File: src/rtl/bep_frame_capture_pkg.sv
// ---------------------------------------------------------------------------
// bep_frame_capture_pkg
// Shared definitions for the frame capture block that sits behind the serial
// frame decoder:
//   - REC_W and the bit offsets of each decoded field inside a 72-bit record
//   - FSM state encodings of the capture controller
//   - payload byte count and the tail-check helper function
// No ports (package).
// ---------------------------------------------------------------------------
package bep_frame_capture_pkg;

  localparam int REC_W         = 72;
  localparam int PAYLOAD_BYTES = 9;

  // Record layout: {thermostat_id, room_temp, set_temp, state}
  localparam int ID_LSB    = 40;
  localparam int ID_W      = 32;
  localparam int ROOM_LSB  = 24;
  localparam int ROOM_W    = 16;
  localparam int SET_LSB   = 8;
  localparam int SET_W     = 16;
  localparam int STATE_LSB = 0;
  localparam int STATE_W   = 8;

  typedef enum logic [2:0] {
    ST_IDLE   = 3'd0,
    ST_CHECK  = 3'd1,
    ST_COMMIT = 3'd2,
    ST_CLEAR  = 3'd3,
    ST_WAIT   = 3'd4
  } fsm_state_e;

  typedef struct packed {
    logic [7:0] sum;
    logic [7:0] parity;
  } check_t;

  // Sum and XOR are order independent, so the record can be walked byte by
  // byte in storage order rather than in wire order.
  function automatic check_t calc_check(input logic [REC_W-1:0] rec);
    check_t c;
    c.sum    = '0;
    c.parity = '0;
    for (int i = 0; i < PAYLOAD_BYTES; i++) begin
      c.sum    = c.sum + rec[i*8 +: 8];
      c.parity = c.parity ^ rec[i*8 +: 8];
    end
    return c;
  endfunction

endpackage

File: src/rtl/bep_record_fifo.sv
// ---------------------------------------------------------------------------
// bep_record_fifo
// First-word-fall-through record FIFO. Storage, read/write pointers and the
// occupancy count all live here. A push into a full FIFO is accepted only when
// a pop happens on the same edge; a pop when empty is ignored.
// Ports:
//   serial_clock  in   clock
//   reset_n       in   asynchronous active-low reset (storage cleared to zero)
//   push          in   write request
//   push_data     in   record to write
//   pop           in   read request
//   head_data     out  entry at the read pointer (zero until first write)
//   not_empty     out  at least one entry held
//   is_full       out  DEPTH entries held
//   occupancy     out  number of entries held
// ---------------------------------------------------------------------------
module bep_record_fifo #(
  parameter int DEPTH = 2,
  parameter int WIDTH = 72
) (
  input  logic                     serial_clock,
  input  logic                     reset_n,
  input  logic                     push,
  input  logic [WIDTH-1:0]         push_data,
  input  logic                     pop,
  output logic [WIDTH-1:0]         head_data,
  output logic                     not_empty,
  output logic                     is_full,
  output logic [$clog2(DEPTH):0]   occupancy
);

  localparam int PTR_W = $clog2(DEPTH);
  localparam logic [PTR_W:0] DEPTH_OCC = (PTR_W+1)'(DEPTH);

  logic [WIDTH-1:0] mem_q [DEPTH];
  logic [WIDTH-1:0] mem_d [DEPTH];
  logic [PTR_W-1:0] wr_ptr_q, wr_ptr_d;
  logic [PTR_W-1:0] rd_ptr_q, rd_ptr_d;
  logic [PTR_W:0]   occ_q, occ_d;
  logic             do_push;
  logic             do_pop;

  assign not_empty = (occ_q != '0);
  assign is_full   = (occ_q == DEPTH_OCC);
  assign occupancy = occ_q;
  assign head_data = mem_q[rd_ptr_q];

  // The pop frees the head slot first, so a full FIFO can still take a push
  // on the same edge.
  assign do_pop  = pop & not_empty;
  assign do_push = push & (~is_full | do_pop);

  always_comb begin
    mem_d    = mem_q;
    wr_ptr_d = wr_ptr_q;
    rd_ptr_d = rd_ptr_q;
    occ_d    = occ_q;
    if (do_push) begin
      mem_d[wr_ptr_q] = push_data;
      wr_ptr_d        = wr_ptr_q + 1'b1;
    end
    if (do_pop) begin
      rd_ptr_d = rd_ptr_q + 1'b1;
    end
    case ({do_push, do_pop})
      2'b10:   occ_d = occ_q + 1'b1;
      2'b01:   occ_d = occ_q - 1'b1;
      default: occ_d = occ_q;
    endcase
  end

  always_ff @(posedge serial_clock or negedge reset_n) begin
    if (!reset_n) begin
      for (int i = 0; i < DEPTH; i++) begin
        mem_q[i] <= '0;
      end
      wr_ptr_q <= '0;
      rd_ptr_q <= '0;
      occ_q    <= '0;
    end else begin
      mem_q    <= mem_d;
      wr_ptr_q <= wr_ptr_d;
      rd_ptr_q <= rd_ptr_d;
      occ_q    <= occ_d;
    end
  end

endmodule

File: src/rtl/bep_frame_capture.sv
// ---------------------------------------------------------------------------
// bep_frame_capture
// Downstream of the serial frame decoder. When the decoder raises `full`, the
// three tail bytes are checked against the nine payload bytes, good records
// are queued in a small FWFT FIFO for the host, and the decoder is re-armed by
// a one-cycle low pulse on decoder_clear_n. Bad frames and good frames lost to
// a full FIFO are tallied in saturating counters.
//
// Optional feature macro: BEP_DUP_FILTER_EN
//   When defined, a passing frame identical to the last pushed record is not
//   queued; dup_count counts such frames instead.
//
// Ports:
//   serial_clock     in   clock
//   reset_n          in   asynchronous active-low reset
//   full             in   decoder frame-complete flag, fields stable while high
//   thermostat_id    in   decoded field (32)
//   room_temp        in   decoded field (16)
//   set_temp         in   decoded field (16)
//   state            in   decoded field (8)
//   tail_1/2/3       in   check bytes
//   decoder_clear_n  out  one-cycle low pulse to re-arm the decoder
//   rec_valid        out  FIFO non-empty
//   rec_ready        in   host pop
//   rec_id/room/set/state out  head record
//   occupancy        out  entries held
//   check_err_count  out  frames failing the tail check (saturating)
//   overflow_count   out  good frames dropped on a full FIFO (saturating)
//   dup_count        out  duplicates suppressed (BEP_DUP_FILTER_EN only)
// ---------------------------------------------------------------------------
module bep_frame_capture
  import bep_frame_capture_pkg::*;
#(
  parameter int DEPTH = 2,
  parameter int CNT_W = 8
) (
  input  logic                   serial_clock,
  input  logic                   reset_n,
  input  logic                   full,
  input  logic [31:0]            thermostat_id,
  input  logic [15:0]            room_temp,
  input  logic [15:0]            set_temp,
  input  logic [7:0]             state,
  input  logic [7:0]             tail_1,
  input  logic [7:0]             tail_2,
  input  logic [7:0]             tail_3,
  output logic                   decoder_clear_n,
  output logic                   rec_valid,
  input  logic                   rec_ready,
  output logic [31:0]            rec_id,
  output logic [15:0]            rec_room,
  output logic [15:0]            rec_set,
  output logic [7:0]             rec_state,
  output logic [$clog2(DEPTH):0] occupancy,
  output logic [CNT_W-1:0]       check_err_count,
  output logic [CNT_W-1:0]       overflow_count
`ifdef BEP_DUP_FILTER_EN
  ,
  output logic [CNT_W-1:0]       dup_count
`endif
);

  fsm_state_e       fsm_q, fsm_d;
  logic             pass_q, pass_d;
  logic [REC_W-1:0] rec_q, rec_d;
  logic             clear_n_q, clear_n_d;
  logic [CNT_W-1:0] err_cnt_q, err_cnt_d;
  logic [CNT_W-1:0] ovf_cnt_q, ovf_cnt_d;

  logic [REC_W-1:0] in_rec;
  check_t           in_chk;
  logic             in_pass;
  logic             push;
  logic             pop;
  logic             fifo_full;
  logic [REC_W-1:0] head_rec;

  assign in_rec  = {thermostat_id, room_temp, set_temp, state};
  assign in_chk  = calc_check(in_rec);
  assign in_pass = (tail_1 == in_chk.sum) && (tail_2 == in_chk.parity) &&
                   (tail_3 == ~in_chk.sum);

  assign pop = rec_valid & rec_ready;

`ifdef BEP_DUP_FILTER_EN
  logic [REC_W-1:0] last_rec_q, last_rec_d;
  logic             last_valid_q, last_valid_d;
  logic [CNT_W-1:0] dup_cnt_q, dup_cnt_d;
  logic             is_dup;

  assign is_dup    = last_valid_q && (last_rec_q == rec_q);
  assign dup_count = dup_cnt_q;
`endif

  // Next-state and counter logic of the capture controller. The registered
  // pass flag and record captured in CHECK are what COMMIT acts on, so the
  // decoder fields only need to stay valid through the CHECK cycle.
  always_comb begin
    fsm_d     = fsm_q;
    pass_d    = pass_q;
    rec_d     = rec_q;
    clear_n_d = 1'b1;
    err_cnt_d = err_cnt_q;
    ovf_cnt_d = ovf_cnt_q;
    push      = 1'b0;
`ifdef BEP_DUP_FILTER_EN
    last_rec_d   = last_rec_q;
    last_valid_d = last_valid_q;
    dup_cnt_d    = dup_cnt_q;
`endif
    case (fsm_q)
      ST_IDLE: begin
        if (full) fsm_d = ST_CHECK;
      end
      ST_CHECK: begin
        pass_d = in_pass;
        rec_d  = in_rec;
        fsm_d  = ST_COMMIT;
      end
      ST_COMMIT: begin
        if (!pass_q) begin
          if (~&err_cnt_q) err_cnt_d = err_cnt_q + 1'b1;
`ifdef BEP_DUP_FILTER_EN
        end else if (is_dup) begin
          if (~&dup_cnt_q) dup_cnt_d = dup_cnt_q + 1'b1;
`endif
        end else if (!fifo_full || pop) begin
          push = 1'b1;
`ifdef BEP_DUP_FILTER_EN
          last_rec_d   = rec_q;
          last_valid_d = 1'b1;
`endif
        end else begin
          if (~&ovf_cnt_q) ovf_cnt_d = ovf_cnt_q + 1'b1;
        end
        // Registered low so the pulse covers exactly the CLEAR cycle.
        clear_n_d = 1'b0;
        fsm_d     = ST_CLEAR;
      end
      ST_CLEAR: begin
        fsm_d = ST_WAIT;
      end
      ST_WAIT: begin
        if (!full) fsm_d = ST_IDLE;
      end
      default: begin
        fsm_d = ST_IDLE;
      end
    endcase
  end

  always_ff @(posedge serial_clock or negedge reset_n) begin
    if (!reset_n) begin
      fsm_q     <= ST_IDLE;
      pass_q    <= 1'b0;
      rec_q     <= '0;
      clear_n_q <= 1'b1;
      err_cnt_q <= '0;
      ovf_cnt_q <= '0;
    end else begin
      fsm_q     <= fsm_d;
      pass_q    <= pass_d;
      rec_q     <= rec_d;
      clear_n_q <= clear_n_d;
      err_cnt_q <= err_cnt_d;
      ovf_cnt_q <= ovf_cnt_d;
    end
  end

`ifdef BEP_DUP_FILTER_EN
  always_ff @(posedge serial_clock or negedge reset_n) begin
    if (!reset_n) begin
      last_rec_q   <= '0;
      last_valid_q <= 1'b0;
      dup_cnt_q    <= '0;
    end else begin
      last_rec_q   <= last_rec_d;
      last_valid_q <= last_valid_d;
      dup_cnt_q    <= dup_cnt_d;
    end
  end
`endif

  bep_record_fifo #(
    .DEPTH (DEPTH),
    .WIDTH (REC_W)
  ) u_fifo (
    .serial_clock (serial_clock),
    .reset_n      (reset_n),
    .push         (push),
    .push_data    (rec_q),
    .pop          (pop),
    .head_data    (head_rec),
    .not_empty    (rec_valid),
    .is_full      (fifo_full),
    .occupancy    (occupancy)
  );

  assign decoder_clear_n = clear_n_q;
  assign rec_id          = head_rec[ID_LSB    +: ID_W];
  assign rec_room        = head_rec[ROOM_LSB  +: ROOM_W];
  assign rec_set         = head_rec[SET_LSB   +: SET_W];
  assign rec_state       = head_rec[STATE_LSB +: STATE_W];
  assign check_err_count = err_cnt_q;
  assign overflow_count  = ovf_cnt_q;

endmodule

File: config.mk
export PLATFORM = sky130hd
export DESIGN_NAME = bep_frame_capture
export DESIGN_NICKNAME = d
export VERILOG_FILES = /design/src/rtl/bep_frame_capture_pkg.sv /design/src/rtl/bep_record_fifo.sv /design/src/rtl/bep_frame_capture.sv
export SDC_FILE = /design/constraint.sdc
export NUM_CORES = 1
export LEC_CHECK = 0
export ABC_AREA = 1
export CORE_ASPECT_RATIO = 1.4
export CORE_UTILIZATION = 25
export DETAILED_ROUTE_END_ITERATION = 12
export SKIP_LAST_GASP = 1
export SYNTH_ARGS = -nofsm -noshare
export SYNTH_HDL_FRONTEND = slang
export SYNTH_SLANG_ARGS = --single-unit
File: constraint.sdc
create_clock -name serial_clock -period 4.4 [get_ports serial_clock]
set_input_delay 0.88 -clock serial_clock [delete_from_list [all_inputs] [get_ports serial_clock]]
set_output_delay 0.88 -clock serial_clock [all_outputs]
set_load 0.05 [all_outputs]
==> qor.yml, run 1 <==
status:
  outcome: "finished, violations left"
  violations: "setup timing"
timing:
  layout_setup_ws_ns: -0.0156
  max_freq_mhz: 226
  setup_viol: 1
  fin_worst_skew_ns: 0.0109
  period_share_pct: 100
  finalMaxSlewViolations: 0
  rsz0062_at_grt: "yes"
  timing.slew.headroom_pct: 32.9
  fin_crit_ns: 4.42
  final.setup.tns_ns: -0.0156
  hold_violations: 0
  worstMarginPinSlew_ns: 1.01
finish:
  drive_above_1_share_pct: 11.5
  area_growth_pct: 32.7
  nNetsFinal: 1961
  final_cell_mix: "620 x nand2_1, 239 x dfrtp_1, 198 x inv_1"
  fillers: 5175
  final_common_cell: "nand2_1"
  utilization_pct: 33.8
  design_area_um2: 16600
clock_tree:
  cts-buffers-inserted: 28
  htreeDepth: 1
  cts_root_buf: "clkbuf_16"
  cts_tree: "yes"
  cts_buffer_depth: 3
  clk-insertion-delay-late_ns: 0.56
  cts_sinks: 241
  clk_pin_slew_ns: 0.06
  ctsHoldBuffers: 0
yosys:
  ys_warn_count: 0
  postSynthAreaPerCell_um2: 8.02
  ys_ff_latch: 241
  yosysUniqueCellTypes: 30
  syn_inst: 1562
  syn-num-nets: 1718
  netlist_area_um2: 12500
  yosysSeqAreaShare_pct: 48.2
pwr:
  switchingPower_mw: 6.20
  p_clk_share_pct: 18.3
  pwr-share-seq_pct: 27.9
  peakVddDrop_mv: 0.769
  comb_power_share_pct: 53.8
  p_per_area_nw_per_um2: 805
  power_mw: 13.4
  swShare_pct: 46.3
  p_leak_nw: 8.47
  cell_internal_pwr_mw: 7.18
worst_setup_path:
  cp_common_cell: "nand2_1"
  path_delay_family: "adder cells"
  path_buf_inv: 6
  arrival_ns: 4.87
  crit_chain: "clkdlybuf4s50_1 > buf_6 > fa_1 > inv_1 > fa_1 > fa_1 > fa_1 > inv_1 > ha_4 > buf_6 > nand4_1 > o211ai_1 > xor2_1 > inv_1 > nand2_1 > nand2_1 > nand2_1 > nand2_1 > nand3_1 > nand2_1"
  slowest_delay_ns: 0.57
  path_class: "in2reg"
  critPathSlowestCell: "fa_1"
  setup.worst_path.end_class: "flip-flop"
  worstPathRequired_ns: 4.86
  worstPathMaxFanout: 5
  start_kind: "input port"
detailed_routing:
  viasPerCell: 4.36
  drt_iter0_drc: 640
  num_vias: 10800
  avgRoutedWirePerCell_um: 16.7
  ant_nets: 0
  drt-pass1-iter-count: 5
  routed_wl_mm: 41.2
  drc_errors: 0
floorplan:
  dieArea_um2: 51000
  die_w_um: 191
  io_pins: 192
  start_util_pct: 25.4
  design.core.area_um2: 49200
  row_count: 96
  die_y_um: 267
placement:
  portBuffers: 191
  place_congestion: 0.850
  dpl.hpwl_mm: 31.0
  placed_area_um2: 15600
global_route:
  grt-ovfl-total: 0
  grt_pass1_vias: 10700
  grt_pass1_wl_mm: 62.5
  antenna_found_initial: 18
  grt_max_degree: 126
  track_usage_pct: 16.3
run:
  cap_violations: 0
worst_hold_path:
  hold_path_class: "in2async"
-- power groups by stage --
stage / Clock, mW / Combinational, mW / Sequential (mW)
after floorplan: 0 / 4.57 / 3.79
after global placement: 0 / 6.95 / 3.73
after detailed placement: 0 / 7.08 / 3.77
after CTS: 2.51 / 7.27 / 3.73
after global routing: 2.59 / 7.96 / 3.86
final: 2.44 / 7.20 / 3.74
-- final timing paths --
| kind | cells after the start | to | slack, ns | from |
|---|---|---|---|---|
| worst min register to register | 2 | u_fifo.mem_q[1] | 0.48 | u_fifo.mem_q[1] |
| worst max register to register | 7 | pass_q | 2.21 | fsm_q[2] |
| min in group serial_clock | 2 | u_fifo.mem_q[1] | 0.48 | u_fifo.mem_q[1] |
| worst max-delay path | 20 | pass_q | -0.02 | room_temp[4] |
| worst min-delay path | 1 | u_fifo.mem_q[79] | 0.44 | reset_n |
| max in group asynchronous | 2 | u_fifo.mem_q[121] | 2.97 | reset_n |
-- synthesized netlist by cell type --
cell,instances,share of area [%]
a21oi_1,4,0.16
nor3_4,1,0.13
buf_2,13,0.52
nand3_1,44,1.8
dfstp_2,1,0.21
inv_1,211,6.3
or2_1,1,0.050
mux2_2,2,0.18
or2_2,2,0.10
xnor2_1,18,1.3
nand2_1,623,19
clkbuf_1,27,0.81
nor2_1,32,0.96
buf_1,15,0.45
o2111ai_1,1,0.070
nand3b_1,9,0.54
o21ai_2,3,0.21
ha_1,11,1.1
xor2_1,20,1.4
nor3_1,3,0.12
nand4_1,4,0.20
buf_6,7,0.63
nor2_2,1,0.050
o21ai_1,50,2.0
a21o_1,1,0.060
inv_2,3,0.090
o211ai_1,2,0.12
fa_1,45,7.2
o21ai_0,168,6.7
dfrtp_1,240,48
-- per-stage QoR --
stage | worst slack [ns] | hold slack, ns | instances
6_report | -0.0156 | 0.435 | 2467
5_1_grt | -0.270 | 0.502 | 2465
3_5_place_dp | -1.01 | 0.474 | 2409
3_3_place_gp | -0.980 | 0.466 | 2409
2_1_floorplan | -0.165 | 0.453 | 1562
4_1_cts | -0.0213 | 0.471 | 2462
-- per-layer routing --
| layer | vias up | track usage, % | part of all wire, % |
|---|---|---|---|
| met5 | - | 0 | 0.40 |
| met4 | 24 | 7.04 | 4.1 |
| met3 | 85 | 2.96 | 5.9 |
| met2 | 257 | 28.1 | 50 |
| met1 | 5130 | 19.8 | 40 |
| li1 | 5269 | - | - |
-- cell type report --
cell class,instances,area [um^2],share of cell area [%]
multi-input combinational,1045,5500,33.1
tap,637,797,4.79
inverter,214,803,4.83
clock buffer,38,788,4.74
antenna,5,12.5,0.0753
clock inverter,12,180,1.08
timing repair buffer,275,2510,15.1
sequential,241,6030,36.3
-- logic make-up (layout without fill, tap and decap cells) --
logic type / after synthesis / after routing / share of synthesized area [%]
and+or+nand+nor: 720 / 720 / 22.6
DFF: 241 / 241 / 48.2
xor gates and xnor gates: 38 / 38 / 2.66
other: 0 / 5 / 0
muxes: 2 / 2 / 0.180
adders and majority gates: 56 / 56 / 8.29
buffers and inverters: 276 / 539 / 8.82
AOI/OAI and AO/OA: 229 / 229 / 9.33
-- sequential cells by signal, summed over array words and instances (netlist names) --
register          count
fsm_q                 3
overflow_count        8
decoder_clear_n       1
check_err_count       8
u_fifo.rd_ptr_q       1
rec_q                72
u_fifo.occupancy      2
u_fifo.mem_q        144
pass_q                1
u_fifo.wr_ptr_q       1
-- what timing repair did --
| action | 4_1_cts | 5_1_grt |
|---|---|---|
| setup buffers | 3 | 0 |
| resized for setup | 124 | 14 |
| endpoints found under the setup margin | 1 | 1 |
| pin swaps | 48 | 23 |
Power figures use the tool's default switching activity.
==> run 2: changes to the inputs <==
--- a/config.mk
+++ b/config.mk
@@ -8,6 +8,7 @@
 export ABC_AREA = 1
 export CORE_ASPECT_RATIO = 1.4
 export CORE_UTILIZATION = 25
+export CTS_CLUSTER_SIZE = 25
 export DETAILED_ROUTE_END_ITERATION = 12
 export SKIP_LAST_GASP = 1
 export SYNTH_ARGS = -nofsm -noshare
==> results of run 2 <==
The final DEF is identical to that of run 1; final timing and power are the same.
